===== src/rtl/fifo_arb_pkg.sv =====
// Shared types and default sizing for the FIFO write arbiter and its round-robin picker.
// Holds the arbiter state encoding and the width of the optional per-requester beat counters.
package fifo_arb_pkg;

    typedef enum logic {
        IDLE  = 1'b0,
        BURST = 1'b1
    } arb_state_t;

    localparam int NUM_REQ_DEF   = 4;
    localparam int DATA_W_DEF    = 4;
    localparam int MAX_BURST_DEF = 4;

    localparam int STAT_W = 8;

endpackage


===== src/rtl/fifo_arb_rr_pick.sv =====
// Combinational round-robin search: the first requester with req high, starting after last_owner.
// Zero latency, no state; any_req flags that the returned owner is meaningful.
module rr_pick #(
    parameter int NUM_REQ = 4,
    parameter int ID_W    = $clog2(NUM_REQ)
) (
    input  logic [NUM_REQ-1:0] req,
    input  logic [ID_W-1:0]    last_owner,
    output logic [ID_W-1:0]    owner,
    output logic               any_req
);

    // idx[k] is the requester examined k places after last_owner, wrapping modulo NUM_REQ.
    logic [ID_W-1:0] idx [NUM_REQ];

    always_comb begin
        for (int k = 0; k < NUM_REQ; k++) begin
            idx[k] = ID_W'((int'(last_owner) + 1 + k) % NUM_REQ);
        end
    end

    // Scan from the farthest position back to the nearest so the nearest hit wins.
    always_comb begin
        owner   = '0;
        any_req = |req;
        for (int i = NUM_REQ - 1; i >= 0; i--) begin
            if (req[idx[i]]) begin
                owner = idx[i];
            end
        end
    end

endmodule


===== src/rtl/fifo_wr_arbiter.sv =====
// Round-robin burst arbiter sharing one FIFO write port; 1-cycle grant latency, ack same cycle as write.
// Stalls (no ack, burst held) while fifo_full; FIFO_ARB_STATS_EN adds per-requester saturating beat counters.
module fifo_wr_arbiter
    import fifo_arb_pkg::*;
#(
    parameter int NUM_REQ   = NUM_REQ_DEF,
    parameter int DATA_W    = DATA_W_DEF,
    parameter int MAX_BURST = MAX_BURST_DEF
) (
    input  logic                        clk,
    input  logic                        reset,
    input  logic [NUM_REQ-1:0]          req,
    input  logic [NUM_REQ*DATA_W-1:0]   req_data,
    output logic [NUM_REQ-1:0]          ack,
    input  logic                        fifo_full,
    output logic                        fifo_wr_en,
    output logic [DATA_W-1:0]           fifo_data_in,
    output logic [$clog2(NUM_REQ)-1:0]  grant_id,
    output logic                        busy
`ifdef FIFO_ARB_STATS_EN
    ,
    input  logic                        stat_clr,
    output logic [NUM_REQ*STAT_W-1:0]   stat_cnt
`endif
);

    localparam int ID_W  = $clog2(NUM_REQ);
    localparam int CNT_W = 4;
    localparam logic [CNT_W-1:0] LAST_BEAT = CNT_W'(MAX_BURST - 1);

    arb_state_t      state_q, state_d;
    logic [ID_W-1:0] owner_q, owner_d;
    logic [ID_W-1:0] last_q, last_d;
    logic [CNT_W-1:0] cnt_q, cnt_d;

    logic [ID_W-1:0] pick_owner;
    logic            any_req;
    logic            owner_req;
    logic            beat;

    logic [DATA_W-1:0] slice [NUM_REQ];

    for (genvar g = 0; g < NUM_REQ; g++) begin : g_slice
        assign slice[g] = req_data[g*DATA_W +: DATA_W];
    end

    rr_pick #(
        .NUM_REQ (NUM_REQ),
        .ID_W    (ID_W)
    ) u_rr_pick (
        .req        (req),
        .last_owner (last_q),
        .owner      (pick_owner),
        .any_req    (any_req)
    );

    // last_q resets to the highest index so requester 0 is searched first.
    always_ff @(posedge clk or negedge reset) begin
        if (!reset) begin
            state_q <= IDLE;
            owner_q <= '0;
            last_q  <= ID_W'(NUM_REQ - 1);
            cnt_q   <= '0;
        end else begin
            state_q <= state_d;
            owner_q <= owner_d;
            last_q  <= last_d;
            cnt_q   <= cnt_d;
        end
    end

    assign owner_req = req[owner_q];
    assign beat      = (state_q == BURST) && owner_req && !fifo_full;

    always_comb begin
        state_d = state_q;
        owner_d = owner_q;
        last_d  = last_q;
        cnt_d   = cnt_q;
        unique case (state_q)
            IDLE: begin
                if (any_req) begin
                    owner_d = pick_owner;
                    state_d = BURST;
                end
            end
            BURST: begin
                // A dropped req closes the burst even under fifo_full; a full FIFO alone only holds it.
                if (!owner_req) begin
                    state_d = IDLE;
                    last_d  = owner_q;
                    cnt_d   = '0;
                end else if (beat) begin
                    if (cnt_q == LAST_BEAT) begin
                        state_d = IDLE;
                        last_d  = owner_q;
                        cnt_d   = '0;
                    end else begin
                        cnt_d = cnt_q + 1'b1;
                    end
                end
            end
            default: begin
                state_d = IDLE;
            end
        endcase
    end

    always_comb begin
        ack          = '0;
        busy         = (state_q == BURST);
        fifo_wr_en   = beat;
        fifo_data_in = '0;
        grant_id     = '0;
        if (busy) begin
            ack[owner_q] = beat;
            fifo_data_in = slice[owner_q];
            grant_id     = owner_q;
        end
    end

`ifdef FIFO_ARB_STATS_EN
    for (genvar g = 0; g < NUM_REQ; g++) begin : g_stat
        logic [STAT_W-1:0] cnt;

        // Clear takes priority over a same-cycle ack; the count sticks at all-ones.
        always_ff @(posedge clk or negedge reset) begin
            if (!reset) begin
                cnt <= '0;
            end else if (stat_clr) begin
                cnt <= '0;
            end else if (ack[g] && (cnt != {STAT_W{1'b1}})) begin
                cnt <= cnt + 1'b1;
            end
        end

        assign stat_cnt[g*STAT_W +: STAT_W] = cnt;
    end
`endif

endmodule


===== config.mk =====
export PLATFORM = sky130hd
export DESIGN_NAME = fifo_wr_arbiter
export DESIGN_NICKNAME = d
export VERILOG_FILES = /design/src/rtl/fifo_arb_pkg.sv /design/src/rtl/fifo_arb_rr_pick.sv /design/src/rtl/fifo_wr_arbiter.sv
export SDC_FILE = /design/constraint.sdc
export NUM_CORES = 1
export LEC_CHECK = 0
export BUFFER_PORTS_ARGS = -buffer_cell sky130_fd_sc_hd__buf_2
export CAP_MARGIN = 20
export CORE_MARGIN = 4
export CORE_UTILIZATION = 45
export DETAILED_ROUTE_END_ITERATION = 7
export GPL_ROUTABILITY_DRIVEN = 0
export PLACE_DENSITY = 0.77
export SLEW_MARGIN = 30
export SYNTH_ARGS = -nofsm -noshare
export SYNTH_HDL_FRONTEND = slang
export SYNTH_HIERARCHICAL = 1
export SYNTH_SLANG_ARGS = --single-unit

===== constraint.sdc =====
create_clock -name clk -period 1.7 [get_ports clk]
set_input_delay 0.085 -clock clk [delete_from_list [all_inputs] [get_ports clk]]
set_output_delay 0.085 -clock clk [all_outputs]
set_load 0.05 [all_outputs]

After elaboration in Yosys (flattened, before gate mapping)
Cells that the tools add are included.
{"block": "totals", "ff_bits": 9, "inputBits": 23, "output_inout_bits": 12, "elab_cells": 63}
{"block": "op_classes", "addsub": 5, "magnitude_cmp": 7, "n_eq_ne": 3, "n_mux": 33, "bitwise_logic": 3, "n_reduce_logical": 8}
{"op": "$mux W4", "n": 7}
{"op": "$mux W2", "n": 8}
{"op": "$lt A2 B3 Y1 const B", "n": 5}
{"op": "$bmux W1 S2", "n": 5}
{"op": "$mux W1", "n": 10}
{"op": "$bmux W4 S2", "n": 1}
{"op": "$add A2 B1 Y2 const B", "n": 2}
{"op": "$add A2 B2 Y2 const B", "n": 2}
{"op": "$add A4 B1 Y4 const B", "n": 1}
{"op": "$and A4 B4 Y4", "n": 1}
{"op": "$eq A4 B2 Y1 const B", "n": 1}
{"op": "$reduce_and A2 Y1", "n": 2}
{"op": "$reduce_or A4 Y1", "n": 1}
{"op": "$ge A3 B3 Y1 const B", "n": 1}
{"op": "$logic_and A1 B1 Y1", "n": 3}
{"op": "$not A2 Y3", "n": 1}
{"op": "$reduce_and A3 Y1", "n": 1}
{"op": "$demux W1 S2", "n": 1}
{"op": "$ge A2 B1 Y1 const B", "n": 1}
{"op": "$ne A2 B1 Y1 const B", "n": 1}
{"op": "$ne A2 B2 Y1 const B", "n": 1}
{"op": "$pmux W1 S2", "n": 1}
{"op": "$logic_not A1 Y1", "n": 1}
{"op": "$not A1 Y1", "n": 1}

Longest topological paths before layout
Gate-level depths: netlist of the first run.
{"block": "logic_depth", "depth_word": 8, "depth_mapped": 4}

Modules after synthesis
The synthesis of the first run kept the hierarchy.
{"mod": "fifo_wr_arbiter", "n_inst": 1, "cells_per_inst": 58, "area_each_um2": 688.2, "seq_area_each_um2": 227.7}
{"mod": "rr_pick", "n_inst": 1, "cells_per_inst": 14, "area_each_um2": 86.3, "seq_area_each_um2": 0.0}

Worst setup path before layout of the first run
Ideal clock, no wire load.
{"block": "synth_timing", "kind": "reg-to-reg", "start": "register state_q, in the netlist busy", "end": "register last_q[0]", "setup_time_ns": 0.082, "t_arrival_ns": 1.706, "required_time_ns": 1.618, "setup_slack_ns": -0.088, "path_stages_with_launch": 4, "n_path_buf": 0, "path_cell_list": "dfrtp_1 > and2_4 > a222oi_1 > mux2_2"}
{"block": "synth_via", "elab_chain_len": 4}
{"element": "from (decl)", "line_no": "fifo_wr_arbiter.sv:31", "rtl": "arb_state_t state_q, state_d;"}
{"element": "from (signal assigned)", "line_no": "fifo_wr_arbiter.sv:65", "rtl": "state_q <= state_d;"}
{"element": "$logic_and A1 B1 Y1 (2 in a row)", "line_no": "fifo_wr_arbiter.sv:73", "rtl": "assign beat = (state_q == BURST) && owner_req && !fifo_full;"}
{"element": "$ne A2 B2 Y1 (no line)"}
{"element": "$reduce_and A3 Y1 (no line) (*)"}
{"element": "to (signal assigned)", "line_no": "fifo_wr_arbiter.sv:62", "rtl": "last_q <= ID_W'(NUM_REQ - 1);"}
{"element": "to (signal assigned)", "line_no": "fifo_wr_arbiter.sv:67", "rtl": "last_q <= last_d;"}
{"element": "to (decl)", "line_no": "fifo_wr_arbiter.sv:33", "rtl": "logic [ID_W-1:0] last_q, last_d;"}
Mark *: on every way between the ends. The rest lies on a longest branch, timed or not.
A chain may end at the register's enable or synchronous reset.

Final worst setup path of the first run
{"block": "layout_timing", "start": "register owner_q[0]", "end": "output port fifo_wr_en"}
{"block": "layout_via", "elab_chain_len": 4}
{"element": "from (decl)", "line_no": "fifo_wr_arbiter.sv:32", "rtl": "logic [ID_W-1:0] owner_q, owner_d;"}
{"element": "from (signal assigned)", "line_no": "fifo_wr_arbiter.sv:66", "rtl": "owner_q <= owner_d;"}
{"element": "$bmux W1 S2", "line_no": "fifo_wr_arbiter.sv:72", "rtl": "assign owner_req = req[owner_q];"}
{"element": "$mux W1 (not written as such)", "line_no": "fifo_wr_arbiter.sv:72"}
{"element": "$logic_and A1 B1 Y1 (2 in a row)", "line_no": "fifo_wr_arbiter.sv:73"}
{"element": "to (decl)", "line_no": "fifo_wr_arbiter.sv:16", "rtl": "output logic fifo_wr_en,"}
Every way passes these cells. The select of a mux whose other input is x is not followed.

==> impl_results.md, run 1 <==
- Total wirelength of the detailed-routed design: 2.04 mm
- Vias per inst: 5.65
- Critical path fanouts, max: 8
- Shortest clock period the worst path allows after layout: roughly 1.7 ns
- Number of instances in the synthesized netlist: approximately 70
- Port-buffer cells: 34
- Clock transition at path regs: 0.06 ns
- Net count of the finished layout: ~140
- Routed vias: 752
- DRC marker count from the first detailed-route iteration: 19
- Async set-or-reset flop fraction in the synthesized netlist: 1.00
- Seq cells post-synth: 9
- CTS H-tree lvls: 1
- GR Util All Layers: 0.160
- Per-instance average area after synthesis: between 10 and 15 µm²
- Setup Total Neg Slack: 0 ns
- Final cell area excluding filler cells: ~1100 µm²
- CTS root buf: clkbuf_4
- Worst setup SP type: register
- Worst-Margin Slew: 0.297 ns
- Die width: between 40 and 50 µm
- PD cells: between 2000 and 2500 nW/µm²
- Max-slew violation count: 0
- Antenna-violating nets left: 0
- Top-Level Pins: 35
- Tightest hold margin: about 0.20 ns
- Worst-path cell with the longest stage delay: mux4_2
- Dpl cell area: about 980 µm²
- FP Rows: 14
- Largest area contributor in the synthesized netlist: dfrtp_1
- Maximum count of clock buffers along a single path: 2
- Antenna cell count: 0
- Most frequent cells in the layout: buf_2 (29), buf_4 (9), and2_4 (6), nor2b_1 (6), mux4_2 (5)
- Clock latency on the worst-skew pair: 0.26 ns
- Share of the cycle needed by the critical path after routing: 0.987
- CP Cell Sequence: mux4_2 -> and2_4 -> buf_6
- Dominant synthesized flop cell: dfrtp_1
- Post-synthesis sequential area ratio: 0.294
- Summed instance area of the synthesized netlist: ~770 µm²
- Maximum number of pins on one net before global-route repair: 12
- Met3 track demand over resource in global routing: 0.0452
- Final Skew: 0.00620 ns
- Setup repair after global routing missed its margin: yes
- YS warnings: 6
- Number of endpoints with negative hold slack in the final report: 0
- Starting utilization of the core area: 0.497
- WP data required: 1.62 ns
- Highest Clock Rate: approximately 600 MHz
- Kind of path behind the tightest hold check: primary input to async pin
- Wire length of the first global-routing pass: 3.07 mm
- Outcome: completed
- Grt total ovfl: 0
- CP bufs+invs: 1
- Top cells by area, synth: dfrtp_1 (23%), mux4_1 (14%), dfstp_2 (6.8%)
- P&R area growth vs syn: 43.0%
- Area share of the leading cell type in the synthesized netlist: 0.226
- Largest vdd supply drop: 0.000995 V
- Critical path type: register to output port
- Endpoint arrival time on the critical path: 1.59 ns
- Number of detailed-route iterations in the first pass: 4
- Worst slew margin: 0.802
- Leakage dissipation: roughly 0.00054 µW
- Die Y-Extent: around 49 µm
- Clock tree from TritonCTS: built
- Library cells used by synthesis: 31
- Core Util, Final: 0.710
- Most frequent standard cell in the layout excluding fill and tap cells: buf_2
- Total die area: roughly 2400 µm²
- Number of global-route vias before repair: between 700 and 800
- GR Layer Usage met1: 0.177
- Routed length per instance: ~15 µm
- Layout cells sized above 1: 0.615
- # Max-Cap Violations: 0
- Clock net sink count: 9
- Met2 routing resource usage after global routing: 0.292
- Post-synth EDFFs: 0
- Kind of cell adding the most delay to the critical path: multiplexers
- Number of buffers created by CTS: 3
- CP peak stage delay: about 0.54 ns
- Syn nets: between 90 and 100
- Half-perimeter wire length of the detailed placement result: between 1 and 1.5 mm
- Antenna violations before repair: 0
- Final setup violation count: 0
- Post-detailed-route DRC marker count: 0
- Core box area: 1560 µm²
- Capturing element type of the critical path: output port
- Busiest grt layer: met2
==> kinds of logic after synthesis <==
family          after synthesis  share of synthesized area
simple gates                 29                      0.233
compound gates               13                      0.137
mux                          13                      0.275
flops                         9                      0.294
buf+inv                       7                     0.0452
fa+ha+maj                     1                     0.0162
==> power by group <==
group | leakage, µW | switching [µW] | internal, µW
Combinational | 0.000413 | 791 | 798
Clock | 0.0000150 | 73.8 | 90.4
Sequential | 0.000107 | 143 | 325
==> metrics by stage <==
| step | cells | setup slack, ns | power (µW) |
|---|---|---|---|
| floorplan | 72 | 0.0265 | 1420 |
| detailed placement | 123 | 0.0362 | 1700 |
| global route | 133 | -0.0560 | 2350 |
| global placement | 123 | 0.0539 | 1680 |
| finish | 133 | 0.0222 | 2220 |
| CTS | 130 | -0.0411 | 2000 |
==> cell usage after synthesis, drive strengths merged, types with 3 or more instances <==
library cell and instances:
and2 7, dfrtp 7, nor2b 6, mux4 5
and3 4, inv 4, mux2 4, mux2i 4
nor2 4, a21oi 3, nand2b 3, o2bb2ai 3
==> what timing repair did <==
| item | CTS | global route |
|---|---|---|
| buffers inserted | 2 | 3 |
| endpoints found under the hold margin | 9 | 0 |
| setup endpoints to repair | 5 | 9 |
| hold buffers | 1 | 0 |
| pin swaps | 0 | 4 |
| resized for setup | 11 | 17 |
==> flip-flops by register name, summed over array words and instances, names as in the netlist <==
register  count
cnt_q         4
last_q        2
owner_q       2
busy          1
==> metal layers <==
| metal | wire [µm] | up-vias | share of wire |
|---|---|---|---|
| li1 | - | 356 | - |
| met1 | 868 | 377 | 0.42 |
| met2 | 1060 | 14 | 0.52 |
| met3 | 95 | 5 | 0.046 |
| met4 | 15 | 0 | 0.0073 |
| met5 | 0 | - | 0 |
==> worst paths after layout <==
| check | from | slack [ns] | cells after the start | to |
|---|---|---|---|---|
| worst max-delay path | owner_q[0] | 0.02 | 3 | fifo_wr_en |
| worst min-delay path | reset | 0.20 | 2 | cnt_q[2] |
| worst max register to register | owner_q[0] | 0.05 | 4 | cnt_q[1] |
| worst min register to register | cnt_q[3] | 0.58 | 1 | cnt_q[3] |
| max in group asynchronous | reset | 1.25 | 2 | last_q[0] |
| min in group clk | req[0] | 0.24 | 4 | busy |
==> final cells by class <==
type | count | area [µm²]
Timing Repair Buffer | 44 | 290
Sequential cell | 9 | 231
Fill cell | 130 | 452
Tap cell | 16 | 20.0
Inverter | 4 | 15.0
Clock buffer | 4 | 26.3
Multi-Input combinational cell | 56 | 524
No activity file was read; power rests on OpenSTA's default activity.
==> inputs of run 2 (changes only) <==
--- a/config.mk
+++ b/config.mk
@@ -9,6 +9,7 @@
 export CAP_MARGIN = 20
 export CORE_MARGIN = 4
 export CORE_UTILIZATION = 45
+export CTS_BUF_LIST = sky130_fd_sc_hd__clkbuf_16
 export DETAILED_ROUTE_END_ITERATION = 7
 export GPL_ROUTABILITY_DRIVEN = 0
 export PLACE_DENSITY = 0.77
==> impl_results.md, run 2 (same netlist as run 1, synthesis figures left out) <==
- Capturing element type of the critical path: output port
- Grt total ovfl: 0 (unchanged)
- Net count of the finished layout: 142 (unchanged)
- Core box area: 1560 µm² (unchanged)
- Total wirelength of the detailed-routed design: 2.03 mm (-0.59%)
- Clock latency on the worst-skew pair: 0.23 ns (-0.03 ns)
- Worst setup SP type: register
- CP Cell Sequence: mux4_2 -> and2_4 -> buf_6
- Routed length per instance: 15.3 µm (-0.59%)
- Clock net sink count: 9 (unchanged)
- Maximum number of pins on one net before global-route repair: 12 (unchanged)
- Share of the cycle needed by the critical path after routing: 0.969 (-0.0183)
- Critical path type: register to output port
- Number of endpoints with negative hold slack in the final report: 0 (unchanged)
- Total Power Consumption: 2410 µW (+8.7%)
- Critical path fanouts, max: 8 (unchanged)
- Most frequent standard cell in the layout excluding fill and tap cells: buf_2
- Endpoint arrival time on the critical path: 1.56 ns (-0.03 ns)
- Starting utilization of the core area: 0.497 (unchanged)
- Final Skew: 0.00306 ns (-0.00314 ns)
- GR Util All Layers: 0.162 (+0.00192)
- Maximum count of clock buffers along a single path: 2 (unchanged)
- Layout cells sized above 1: 0.607 (-0.00855)
- Internal cell power: 1390 µW (+14%)
- Sequential cell fraction of total power: 0.194 (-0.017)
- Wire length of the first global-routing pass: 3.07 mm (unchanged)
- Largest register by flop count: cnt_q
- Switching portion of total power: 0.425 (-0.0286)
- Outcome: completed
- Antenna-violating nets left: 0 (unchanged)
- Number of flip-flops under the largest register name: 4 (unchanged)
- Most frequent cells in the layout: buf_2 (29), buf_4 (9), nor2b_1 (6)
- Worst-Margin Slew: 0.297 ns (-0.000458 ns)
- WP data required: 1.62 ns (about the same)
- Highest Clock Rate: 607 MHz (+1.9%)
- Setup repair after global routing missed its margin: yes
- Antenna violations before repair: 0 (unchanged)
- Largest vdd supply drop: 0.00119 V (+20%)
- Clock tree from TritonCTS: built
- Worst slew margin: 0.802 (about the same)
- Tightest hold margin: 0.231 ns (+0.0354 ns)
- CP bufs+invs: 1 (unchanged)
- Setup slack of the worst register-to-register path: 0.06 ns (about the same)
- Half-perimeter wire length of the detailed placement result: 1.47 mm (unchanged)
- Total die area: 2450 µm² (unchanged)
- Top-Level Pins: 35 (unchanged)
- PD cells: 2110 nW/µm² (+5.0%)
- # Max-Cap Violations: 0 (unchanged)
- Number of detailed-route iterations in the first pass: 4 (unchanged)
- Kind of path behind the tightest hold check: primary input to async pin
- Logic gate share of total power: 0.637 (-0.078)
- Final worst-path setup slack: 0.0533 ns (+0.0312 ns)
- Clock transition at path regs: 0.04 ns (-0.02 ns)
- Worst-path cell with the longest stage delay: mux4_2
- Port-buffer cells: 34 (unchanged)
- P&R area growth vs syn: 48.0%
- Antenna cell count: 0 (unchanged)
- Die width: 49.5 µm (unchanged)
- FILL cells: 121 (-6.9%)
- Setup Total Neg Slack: 0 ns (unchanged)
- Post-detailed-route DRC marker count: 0 (unchanged)
- Routed vias: 754 (+0.27%)
- FP Rows: 14 (unchanged)
- Net switching component of the power: 1030 µW (+1.8%)
- Max-slew violation count: 0 (unchanged)
- Proportion of power drawn by the clock network: 0.169 (+0.095)
- CP peak stage delay: 0.54 ns (about the same)
- Top flop regs: cnt_q x4, last_q x2, owner_q x2
- CTS root buf: clkbuf_16
- Shortest clock period the worst path allows after layout: 1.65 ns (-0.0312 ns)
- Final setup violation count: 0 (unchanged)
- DRC marker count from the first detailed-route iteration: 14 (-5)
- Number of buffers created by CTS: 3 (unchanged)
- Placement Setup Slack: 0.0362 ns (unchanged)
- Kind of cell adding the most delay to the critical path: multiplexers
- Die Y-Extent: 49.5 µm (unchanged)
- Number of global-route vias before repair: 730 (+0.14%)
- Leakage dissipation: 0.000557 µW (+4.1%)
- Vias per inst: 5.67 (+0.27%)
- CTS H-tree lvls: 1 (unchanged)
==> run 2: final timing paths <==
kind,startpoint,endpoint,cells after the start
min in group clk,fifo_full,cnt_q[0],3
setup reg to reg,owner_q[0],cnt_q[3],4
max in group asynchronous,reset,last_q[1],2
hold reg to reg,cnt_q[3],cnt_q[3],1
hold / removal,reset,cnt_q[2],2
setup / recovery,owner_q[0],fifo_wr_en,3
==> run 2: per-stage QoR <==
step | area (µm²) | utilization | cells
final | 1150 | 0.735 | 133
after global routing | 1150 | 0.735 | 133
after CTS | 1090 | 0.702 | 130
after global placement | 976 | 0.626 | 123
after detailed placement | 976 | 0.626 | 123
after floorplan | 776 | - | 72
==> run 2: layout make-up <==
cell class	count	area (µm²)	area share
sequential	9	231	0.202
timing repair buffer	44	279	0.243
inverter	4	15.0	0.0131
tap	16	20.0	0.0175
multi-input combinational	56	522	0.455
clock buffer	3	75.1	0.0655
clock inverter	1	3.75	0.00328
==> run 2: per-layer routing <==
layer,vias to the layer above,wire length (µm),global-route usage
li1,356,-,-
met1,382,890,0.177
met2,14,1030,0.292
met3,2,97,0.0542
met4,0,13,0.0507
met5,-,0,0
==> run 2: repair_timing <==
| item | CTS | global route |
|---|---|---|
| endpoints found under the setup margin | 5 | 8 |
| setup buffers | 2 | 3 |
| hold endpoints to repair | 9 | 0 |
| hold buffers | 1 | 0 |
| resized for setup | 7 | 18 |
| pin swaps | 0 | 1 |
==> run 2: power groups by stage <==
stage          Sequential (µW)  Clock (µW)  Combinational, µW
3_5_place_dp               460           0               1240
4_1_cts                    462         416               1330
2_1_floorplan              430           0                992
6_report                   468         408               1540
5_1_grt                    488         429               1630
3_3_place_gp               449           0               1230
